### src/rtl/count_to_sync.sv
// -----------------------------------------------------------------------------
// count_to_sync
//
// Purpose:
//   VGA-style sync generator. Free-running column/row counters are decoded into
//   horizontal and vertical sync pulses, an active-video flag and a frame-start
//   strobe. Every output is registered from the same counter values, so the
//   count outputs always name the coordinate that produced the flags beside
//   them (one cycle of latency from the counters).
//
// Ports:
//   i_Clk          pixel clock, rising edge
//   i_Reset        asynchronous active-high reset
//   i_Enable       1 = timing runs, 0 = held idle at start of frame
//   o_HSync        horizontal sync (polarity set by SYNC_ACTIVE_HIGH)
//   o_VSync        vertical sync (polarity set by SYNC_ACTIVE_HIGH)
//   o_Active       1 while (col,row) lies in the visible area
//   o_Frame_Start  one-cycle pulse when the outputs show (0,0)
//   o_Col_Count    column of the current output cycle
//   o_Row_Count    row of the current output cycle
// -----------------------------------------------------------------------------
module count_to_sync #(
  parameter int ACTIVE_COLS      = 640,
  parameter int H_FRONT_PORCH    = 16,
  parameter int H_SYNC_WIDTH     = 96,
  parameter int H_BACK_PORCH     = 48,
  parameter int ACTIVE_ROWS      = 480,
  parameter int V_FRONT_PORCH    = 10,
  parameter int V_SYNC_WIDTH     = 2,
  parameter int V_BACK_PORCH     = 33,
  parameter int SYNC_ACTIVE_HIGH = 0
) (
  input  logic       i_Clk,
  input  logic       i_Reset,
  input  logic       i_Enable,
  output logic       o_HSync,
  output logic       o_VSync,
  output logic       o_Active,
  output logic       o_Frame_Start,
  output logic [9:0] o_Col_Count,
  output logic [9:0] o_Row_Count
);

  localparam int TOTAL_COLS = ACTIVE_COLS + H_FRONT_PORCH + H_SYNC_WIDTH + H_BACK_PORCH;
  localparam int TOTAL_ROWS = ACTIVE_ROWS + V_FRONT_PORCH + V_SYNC_WIDTH + V_BACK_PORCH;

  localparam logic [9:0] COL_LAST = 10'(TOTAL_COLS - 1);
  localparam logic [9:0] ROW_LAST = 10'(TOTAL_ROWS - 1);

  // Decode boundaries are held at 11 bits: a sync window ending exactly at a
  // 1024-long line would otherwise truncate its end bound to 0.
  localparam logic [10:0] H_ACTIVE_END = 11'(ACTIVE_COLS);
  localparam logic [10:0] H_SYNC_START = 11'(ACTIVE_COLS + H_FRONT_PORCH);
  localparam logic [10:0] H_SYNC_END   = 11'(ACTIVE_COLS + H_FRONT_PORCH + H_SYNC_WIDTH);
  localparam logic [10:0] V_ACTIVE_END = 11'(ACTIVE_ROWS);
  localparam logic [10:0] V_SYNC_START = 11'(ACTIVE_ROWS + V_FRONT_PORCH);
  localparam logic [10:0] V_SYNC_END   = 11'(ACTIVE_ROWS + V_FRONT_PORCH + V_SYNC_WIDTH);

  localparam logic SYNC_IDLE     = (SYNC_ACTIVE_HIGH != 0) ? 1'b0 : 1'b1;
  localparam logic SYNC_ASSERTED = ~SYNC_IDLE;

  // ---------------------------------------------------------------------------
  // Counter state
  // ---------------------------------------------------------------------------
  logic [9:0] col_reg;
  logic [9:0] row_reg;
  logic       en_reg;

  logic       col_wrap;
  logic       row_wrap;

  assign col_wrap = (col_reg == COL_LAST);
  assign row_wrap = (row_reg == ROW_LAST);

  // en_reg remembers that the previous cycle was enabled. The counters only
  // advance once en_reg is set, so the first enabled cycle holds them at (0,0)
  // while the output stage is still idle; the following edge then presents
  // (0,0) with the frame-start strobe instead of skipping column 0.
  always_ff @(posedge i_Clk or posedge i_Reset) begin
    if (i_Reset) begin
      en_reg <= 1'b0;
    end else begin
      en_reg <= i_Enable;
    end
  end

  always_ff @(posedge i_Clk or posedge i_Reset) begin
    if (i_Reset) begin
      col_reg <= '0;
      row_reg <= '0;
    end else if (!i_Enable) begin
      // Dropping enable abandons the frame; it restarts from (0,0).
      col_reg <= '0;
      row_reg <= '0;
    end else if (en_reg) begin
      if (col_wrap) begin
        col_reg <= '0;
        row_reg <= row_wrap ? 10'd0 : row_reg + 10'd1;
      end else begin
        col_reg <= col_reg + 10'd1;
      end
    end
  end

  // ---------------------------------------------------------------------------
  // Decode of the current counter values
  // ---------------------------------------------------------------------------
  logic [10:0] col_ext;
  logic [10:0] row_ext;
  logic        hsync_dec;
  logic        vsync_dec;
  logic        active_dec;
  logic        frame_start_dec;

  assign col_ext = {1'b0, col_reg};
  assign row_ext = {1'b0, row_reg};

  always_comb begin
    hsync_dec       = 1'b0;
    vsync_dec       = 1'b0;
    active_dec      = 1'b0;
    frame_start_dec = 1'b0;

    if ((col_ext >= H_SYNC_START) && (col_ext < H_SYNC_END)) begin
      hsync_dec = 1'b1;
    end
    // Row-only decode: VSync edges therefore land on column-0 boundaries.
    if ((row_ext >= V_SYNC_START) && (row_ext < V_SYNC_END)) begin
      vsync_dec = 1'b1;
    end
    if ((col_ext < H_ACTIVE_END) && (row_ext < V_ACTIVE_END)) begin
      active_dec = 1'b1;
    end
    if ((col_reg == 10'd0) && (row_reg == 10'd0)) begin
      frame_start_dec = 1'b1;
    end
  end

  // ---------------------------------------------------------------------------
  // Output stage: every output loads from the same counter snapshot, gated by
  // en_reg so that a disabled generator shows idle syncs and zero counts.
  // ---------------------------------------------------------------------------
  always_ff @(posedge i_Clk or posedge i_Reset) begin
    if (i_Reset) begin
      o_HSync       <= SYNC_IDLE;
      o_VSync       <= SYNC_IDLE;
      o_Active      <= 1'b0;
      o_Frame_Start <= 1'b0;
      o_Col_Count   <= '0;
      o_Row_Count   <= '0;
    end else if (en_reg) begin
      o_HSync       <= hsync_dec ? SYNC_ASSERTED : SYNC_IDLE;
      o_VSync       <= vsync_dec ? SYNC_ASSERTED : SYNC_IDLE;
      o_Active      <= active_dec;
      o_Frame_Start <= frame_start_dec;
      o_Col_Count   <= col_reg;
      o_Row_Count   <= row_reg;
    end else begin
      o_HSync       <= SYNC_IDLE;
      o_VSync       <= SYNC_IDLE;
      o_Active      <= 1'b0;
      o_Frame_Start <= 1'b0;
      o_Col_Count   <= '0;
      o_Row_Count   <= '0;
    end
  end

endmodule

### config.mk
export PLATFORM = sky130hd
export DESIGN_NAME = count_to_sync
export DESIGN_NICKNAME = d
export VERILOG_FILES = /design/src/rtl/count_to_sync.sv
export SDC_FILE = /design/constraint.sdc
export NUM_CORES = 1
export LEC_CHECK = 0
export BUFFER_PORTS_ARGS = -buffer_cell sky130_fd_sc_hd__buf_4
export CAP_MARGIN = 25
export CORE_MARGIN = 5
export CORE_UTILIZATION = 50
export CTS_BUF_LIST = sky130_fd_sc_hd__clkbuf_16
export DETAILED_ROUTE_END_ITERATION = 12
export GPL_TIMING_DRIVEN = 0
export PLACE_DENSITY = 0.7
export SKIP_LAST_GASP = 1
export SYNTH_ARGS = -nofsm -noshare
export SYNTH_HDL_FRONTEND = slang
export SYNTH_SLANG_ARGS = --single-unit
### constraint.sdc
create_clock -name i_Clk -period 5.33 [get_ports i_Clk]
set_input_delay 0.7995 -clock i_Clk [delete_from_list [all_inputs] [get_ports i_Clk]]
set_output_delay 0.7995 -clock i_Clk [all_outputs]
set_load 0.005 [all_outputs]
==> results_dict.tcl, run 1 <==
set metrics [dict create \
    final.period_utilization_pct 45.05 \
    worst_slew_pin_slew_ns 0.5102 \
    post_cts_buffers 0 \
    worstSetupEndpointType "register" \
    reg2reg_from "col_reg[0]" \
    core_area_sq_um 4058 \
    tns_ns 0 \
    clkLatencyLatePin_ns 0.28 \
    whs_ns 0.5047 \
    reg2reg_slack_ns 2.93 \
    dr.first_iter.drc_count 85 \
    synthCells 199 \
    synth_most_common_cell "dfrtp_1" \
    p_leak_nw 1.201 \
    antenna_found_initial 0 \
    ys_seq_elements 45 \
    fin_crit_ns 2.401 \
    criticalPathCategory "register to register" \
    drtPass1Iterations 4 \
    min_path_type "input pin to async pin" \
    cts_sinks 45 \
    die_y_um 75.24 \
    grt_overflow 0 \
    via_per_inst 5.655 \
    crit_chain "ha_1, or4b_4, buf_6, or3_4, nor4_4, mux2i_1" \
    synth.yosys.warnings 0 \
    peakVddDrop_mv 0.1409 \
    reg2regPathDepth 6 \
    post_drt_wl_per_cell_um 15.49 \
    synth-main-ff-cell "dfrtp_1" \
    rows 23 \
    syn-cell-area_sq_um 2128 \
    p_per_area_nw_per_um2 286.3 \
    fin_util_pct 63.40 \
    critical-path-max-stage-delay_ns 0.50 \
    synthToLayoutAreaGrowth_pct 20.87 \
    yosys-top-cells-area "dfrtp_1 (51%), and2_1 (5.3%), nor4_1 (3.2%)" \
    slew_headroom_pct 65.68 \
    vias 1606 \
    cts_tree "done" \
    layout.nets 241 \
    n_fill_cell 323 \
    drc_errors 0 \
    synth_async_sr_flop_share_pct 100.0 \
    startpoint_type "register" \
    io_pins 27 \
    clkTransAtPathRegs_ns 0.06 \
    cts_buffers 5 \
    critPathMaxFanout 6 \
    synth.avg_cell_area_sq_um 10.69 \
    finalMaxSlewViolations 0 \
    clock-root-buffer "clkbuf_16" \
    slowest_stage "or4b_4" \
    n_antenna_cell 0 \
    path_buf_inv 1 \
    grt_usage_pct 18.04 \
    gp_congestion 0.8632 \
    drt_wl_total_mm 4.399 \
    place_inst 276 \
    grt_max_degree 29 \
    place_hpwl_mm 3.054 \
    first_global_vias 1561 \
    fin_skew_ns 0.004567 \
    grt_pass1_wl_mm 7.748 \
    clockBufferDepth 2 \
    fmax_ghz 0.4164 \
    path_delay_family "simple AND/OR/NAND/NOR gates" \
    synth_seq_area_share_pct 53.03 \
    cts_resized 0 \
    holdBufCountCts 0 \
    synth_cell_types 45 \
    finalPower_w 0.0007364 \
    ant_nets 0 \
    synth_common_cells "dfrtp_1 (43), and2_1 (18), nand2_1 (14)" \
    synth_edf_count 0 \
    cp.required_ns 5.53 \
    cts.htree.levels 2 \
    initial_core_util_pct 52.45 \
    die_area_sq_um 5661 \
    r2r_end "row_reg[8]" \
    cp.depth 6 \
    status "finished, final reports clean" \
    endpoint "row_reg[8]" \
    synth_top_cell_area_share_pct 50.56 \
    drive_gt1_share_pct 23.93 \
    finalHoldViolCount 0 \
    rsz0062_at_grt "false" \
    io_buffers 26 \
    synth_top_area_cell "dfrtp_1" \
    synth_nets 207 \
    maxCapViolations 0 \
    stdcell_count 284 \
    die_width_um 75.24 \
    setup-violations-final 0 \
    arrival_ns 2.60 \
    crit_path_start "col_reg[0]" \
]
## placed cells by master, fill, tap and decap left out, types with 2 or more instances in the layout
cell | Yosys | routed
dfrtp_1 | 43 | 43
buf_4 | 2 | 28
and2_1 | 18 | 18
nand2_1 | 14 | 14
nor4_1 | 11 | 11
nor2_1 | 10 | 10
nand3_1 | 10 | 10
inv_1 | 9 | 8
nand4_1 | 7 | 7
xnor2_1 | 6 | 6
o21ai_0 | 6 | 6
nor3_1 | 5 | 5
ha_1 | 5 | 5
clkbuf_16 | 0 | 5
clkbuf_2 | 4 | 4
clkbuf_1 | 3 | 3
nand3b_1 | 3 | 3
o31ai_1 | 3 | 3
mux2i_1 | 3 | 3
clkinv_1 | 1 | 2
xor2_1 | 2 | 2
nor2b_1 | 2 | 2
buf_6 | 2 | 2
and2_2 | 2 | 2
nand2b_1 | 2 | 2
or4b_2 | 2 | 2
o211ai_1 | 2 | 2
or4_1 | 2 | 2
a21o_1 | 2 | 2
dfstp_2 | 2 | 2
## area by class of cell
class / count / area, sq um / share of cell area (%)
clock buffer: 5 / 125.1 / 4.864
buffer: 12 / 73.82 / 2.870
multi-input combinational: 132 / 888.4 / 34.53
inverter: 10 / 37.54 / 1.459
timing repair buffer: 27 / 215.2 / 8.366
sequential: 45 / 1129 / 43.87
tap: 50 / 62.56 / 2.432
clock inverter: 3 / 41.29 / 1.605
## cell families after synthesis
kind of cell	Yosys count	synth area share [%]
flops	45	53.03
buf+inv	22	5.231
simple gates	95	26.63
xor+xnor	8	3.292
mux	3	1.411
compound gates	21	7.466
fa+ha+maj	5	2.939
## per-layer routing
layer	global-route usage [%]	share of wire, %
met2	28.05	47
met5	0	0
met1	25.21	46
met3	4.940	6.2
met4	4.466	1.3
## through the flow
stage / instance area (sq um) / setup WS, ns
4_1_cts: 2572 / 2.928
3_5_place_dp: 2406 / 2.985
2_1_floorplan: 2128 / 3.184
3_3_place_gp: 2386 / 2.919
6_report: 2572 / 2.929
5_1_grt: 2572 / 2.803
## power breakdown
part / internal, W / leakage (nW) / switching (W) / total (W)
logic: 0.0000164 / 0.510 / 0.0000237 / 0.0000401
registers: 0.000348 / 0.613 / 0.00000512 / 0.000353
clock network: 0.000219 / 0.0775 / 0.000124 / 0.000343
total: 0.000584 / 1.20 / 0.000153 / 0.000736
## how the worst min path moves through the flow
stage	cells after the start	endpoint	slack, ns	start
5_1_grt	2	o_Col_Count[2]	0.54	i_Reset
4_1_cts	2	col_reg[2]	0.52	i_Reset
3_5_place_dp	1	o_Row_Count[8]	0.55	row_reg[8]
3_3_place_gp	1	o_Row_Count[8]	0.55	row_reg[8]
6_report	2	o_Col_Count[2]	0.50	i_Reset
2_1_floorplan	1	o_Row_Count[8]	0.51	row_reg[8]
No activity file was read; power rests on OpenSTA's default activity.
==> run 2, diff against run 1 <==
--- a/config.mk
+++ b/config.mk
@@ -5,6 +5,7 @@
 export SDC_FILE = /design/constraint.sdc
 export NUM_CORES = 1
 export LEC_CHECK = 0
+export ABC_AREA = 1
 export BUFFER_PORTS_ARGS = -buffer_cell sky130_fd_sc_hd__buf_4
 export CAP_MARGIN = 25
 export CORE_MARGIN = 5
@@ -12,7 +13,7 @@
 export CTS_BUF_LIST = sky130_fd_sc_hd__clkbuf_16
 export DETAILED_ROUTE_END_ITERATION = 12
 export GPL_TIMING_DRIVEN = 0
-export PLACE_DENSITY = 0.7
+export PLACE_DENSITY = 0.73
 export SKIP_LAST_GASP = 1
 export SYNTH_ARGS = -nofsm -noshare
 export SYNTH_HDL_FRONTEND = slang
==> constraint.sdc (replaced) <==
create_clock -name i_Clk -period 2 [get_ports i_Clk]
set_input_delay 0.3 -clock i_Clk [delete_from_list [all_inputs] [get_ports i_Clk]]
set_output_delay 0.3 -clock i_Clk [all_outputs]
set_load 0.005 [all_outputs]
==> run 2 against run 1 <==
  * Non-clock buffer count decreased by 4
  * Wire length increased by 1.3%
  * Cell count increased by 24%
  * Clock skew increased by 0.0023 ns
  * Clock-buffer cell count unchanged
  * Sequential power increased to 2.9 times the previous value
  * Sequential cell count unchanged
  * Combinational power increased to 5.9 times the previous value
  * Fmax increased by 59%
  * Power increased to 2.9 times the previous value
  * First-iteration DRC count increased by 88%
==> results_dict.tcl, run 2 <==
set metrics [dict create \
    n_antenna_cell 0 \
    rsz0062_at_grt "false" \
    finalMaxSlewViolations 0 \
    p_leak_nw 1.471 \
    cts.htree.levels 2 \
    gp_congestion 0.8516 \
    synth_most_common_cell "nand2_1" \
    fin_crit_ns 1.511 \
    drive_gt1_share_pct 19.60 \
    io_buffers 26 \
    layout_setup_ws_ns 0.4894 \
    synth_top_cell_area_share_pct 48.95 \
    synth_cell_types 27 \
    rows 24 \
    synthCells 265 \
    initial_core_util_pct 50.84 \
    reg2regPathDepth 9 \
    final_common_cell "nand2_1" \
    crit_chain "ha_1, nand2_1, nor2_2, nand3_2, nand2_1, nand2_2, buf_6, nand2_1, o21ai_1" \
    holdPathEnd "en_reg" \
    drt_wl_total_mm 4.455 \
    clkTransAtPathRegs_ns 0.06 \
    cts_resized 0 \
    critPathMostFrequentCell "nand2_1" \
    maxCapViolations 0 \
    slowest_stage "dfrtp_1" \
    first_global_vias 1730 \
    hold_depth 1 \
    r2r_end "row_reg[1]" \
    final.period_utilization_pct 75.53 \
    fin_skew_ns 0.006833 \
    worstSetupEndpointType "register" \
    min_path_type "input pin to register" \
    synth.yosys.warnings 0 \
    p_per_area_nw_per_um2 808.9 \
    min-delay-start "i_Enable" \
    synth_edf_count 0 \
    grt_overflow 0 \
    n_fill_cell 387 \
    most-common-layout-cells "nand2_1 (67), inv_1 (51), dfrtp_1 (43), buf_4 (26)" \
    fmax_ghz 0.6620 \
    io_pins 27 \
    cts_tree "done" \
    post_drt_wl_per_cell_um 12.62 \
    place_hpwl_mm 3.103 \
    place_inst 343 \
    synth_top_area_cell "dfrtp_1" \
    reg2reg_from "col_reg[0]" \
    reg2reg_slack_ns 0.49 \
    holdBufCountCts 0 \
    drc_errors 0 \
    finalHoldViolCount 0 \
    vias 1733 \
    syn-cell-area_sq_um 2198 \
    die_area_sq_um 5822 \
    grt_max_degree 46 \
    ant_nets 0 \
    synth_common_cells "nand2_1 (67), inv_1 (51), dfrtp_1 (43)" \
    arrival_ns 1.68 \
    die_width_um 76.31 \
    synthToLayoutAreaGrowth_pct 20.60 \
    synth-main-ff-cell "dfrtp_1" \
    synth_async_sr_flop_share_pct 100.0 \
    startpoint_type "register" \
    post_cts_buffers 0 \
    drtPass1Iterations 4 \
    tns_ns 0 \
    core_area_sq_um 4324 \
    setup-violations-final 0 \
    grt_usage_pct 16.68 \
    pre_cts_slack_ns 0.5013 \
    grt_pass1_wl_mm 7.879 \
    yosys-top-cells-area "dfrtp_1 (49%), nand2_1 (11%), inv_1 (8.7%)" \
    clkLatencyLatePin_ns 0.29 \
    die_y_um 76.31 \
    critical-path-max-stage-delay_ns 0.39 \
    cts_buffers 5 \
    via_per_inst 4.909 \
    cp.required_ns 2.17 \
    ys_seq_elements 45 \
    status "finished, final reports clean" \
    critPathMaxFanout 10 \
    criticalPathCategory "register to register" \
    synth_nets 273 \
    antenna_found_initial 0 \
    cts_sinks 45 \
    peakVddDrop_mv 0.4490 \
    dr.first_iter.drc_count 160 \
    clockBufferDepth 2 \
    synth.avg_cell_area_sq_um 8.296 \
    clock-root-buffer "clkbuf_16" \
    slew_headroom_pct 67.67 \
    layout.nets 308 \
    worst_slew_pin_slew_ns 0.4850 \
    synth_seq_area_share_pct 51.34 \
    stdcell_count 353 \
]
==> run 2: cell count changes after synthesis, sizes merged, moves of 9 or more <==
cell and change:
nor2 +15, nand2 +56, nand3 +9, nor4 -11, inv +45, and2 -20
==> run 2: worst max-delay path by stage <==
stage          slack (ns)        endpoint        from  depth (start not counted)
2_1_floorplan        0.64      col_reg[0]     i_Reset                          1
4_1_cts              0.48      row_reg[1]  col_reg[0]                          9
6_report             0.49      row_reg[1]  col_reg[0]                          9
5_1_grt              0.36      col_reg[8]  col_reg[0]                          8
3_3_place_gp         0.11  o_Col_Count[0]     i_Reset                          2
3_5_place_dp         0.50      row_reg[1]  col_reg[1]                          9
==> run 2: cell type report <==
cell class                 instances  area (sq um)  share of cell area [%]
sequential                        45          1129                   42.57
multi-input combinational        159         803.3                   30.30
timing repair buffer              28         225.2                   8.495
inverter                          54         202.7                   7.645
clock buffer                       5         125.1                   4.719
tap                               52         65.06                   2.454
buffer                             7         63.81                   2.407
clock inverter                     3         37.54                   1.416
==> run 2: per-stage QoR <==
stage          cell area [sq um]  hold slack, ns  power [W]  utilization [%]
2_1_floorplan               2198          0.3314   0.001170                -
3_3_place_gp                2459          0.4371   0.001247            56.86
3_5_place_dp                2459          0.4365   0.001257            56.86
4_1_cts                     2621          0.1392   0.002158            60.62
5_1_grt                     2651          0.1381   0.002249            61.31
6_report                    2651          0.1420   0.002145            61.31
==> run 2: report_power, final <==
group | internal, W | switching (W) | total, W
sequential | 0.000961 | 0.0000462 | 0.00101
clock | 0.000580 | 0.000321 | 0.000901
combinational | 0.000102 | 0.000134 | 0.000236
==> run 2: logic make-up after synthesis <==
family                   count (synthesis)  synth area share, %
AO/OA/AOI/OAI                           19                4.952
AND/OR/NAND/NOR                        129                26.35
buffers and inverters                   61                12.12
XOR/XNOR                                 6                2.390
flip-flops                              45                51.34
adder cells (fa/ha/maj)                  5                2.846
==> run 2: worst max-delay path, delay by kind of cell (launching register included) <==
family | cells | cell delay, ns
flops | 1 | 0.39
compound gates | 1 | 0.06
simple gates | 6 | 0.56
buf+inv | 1 | 0.18
fa+ha+maj | 1 | 0.20
==> run 2: routing by layer <==
metal  part of all wire [%]  up-vias  wire [um]  track usage, %
li1                       -      882          -               -
met1                     45      788       2026           21.64
met2                     46       56       2048           25.77
met3                    6.3        7        279           5.083
met4                    2.3        0        101           7.168
met5                      0        -          0               0
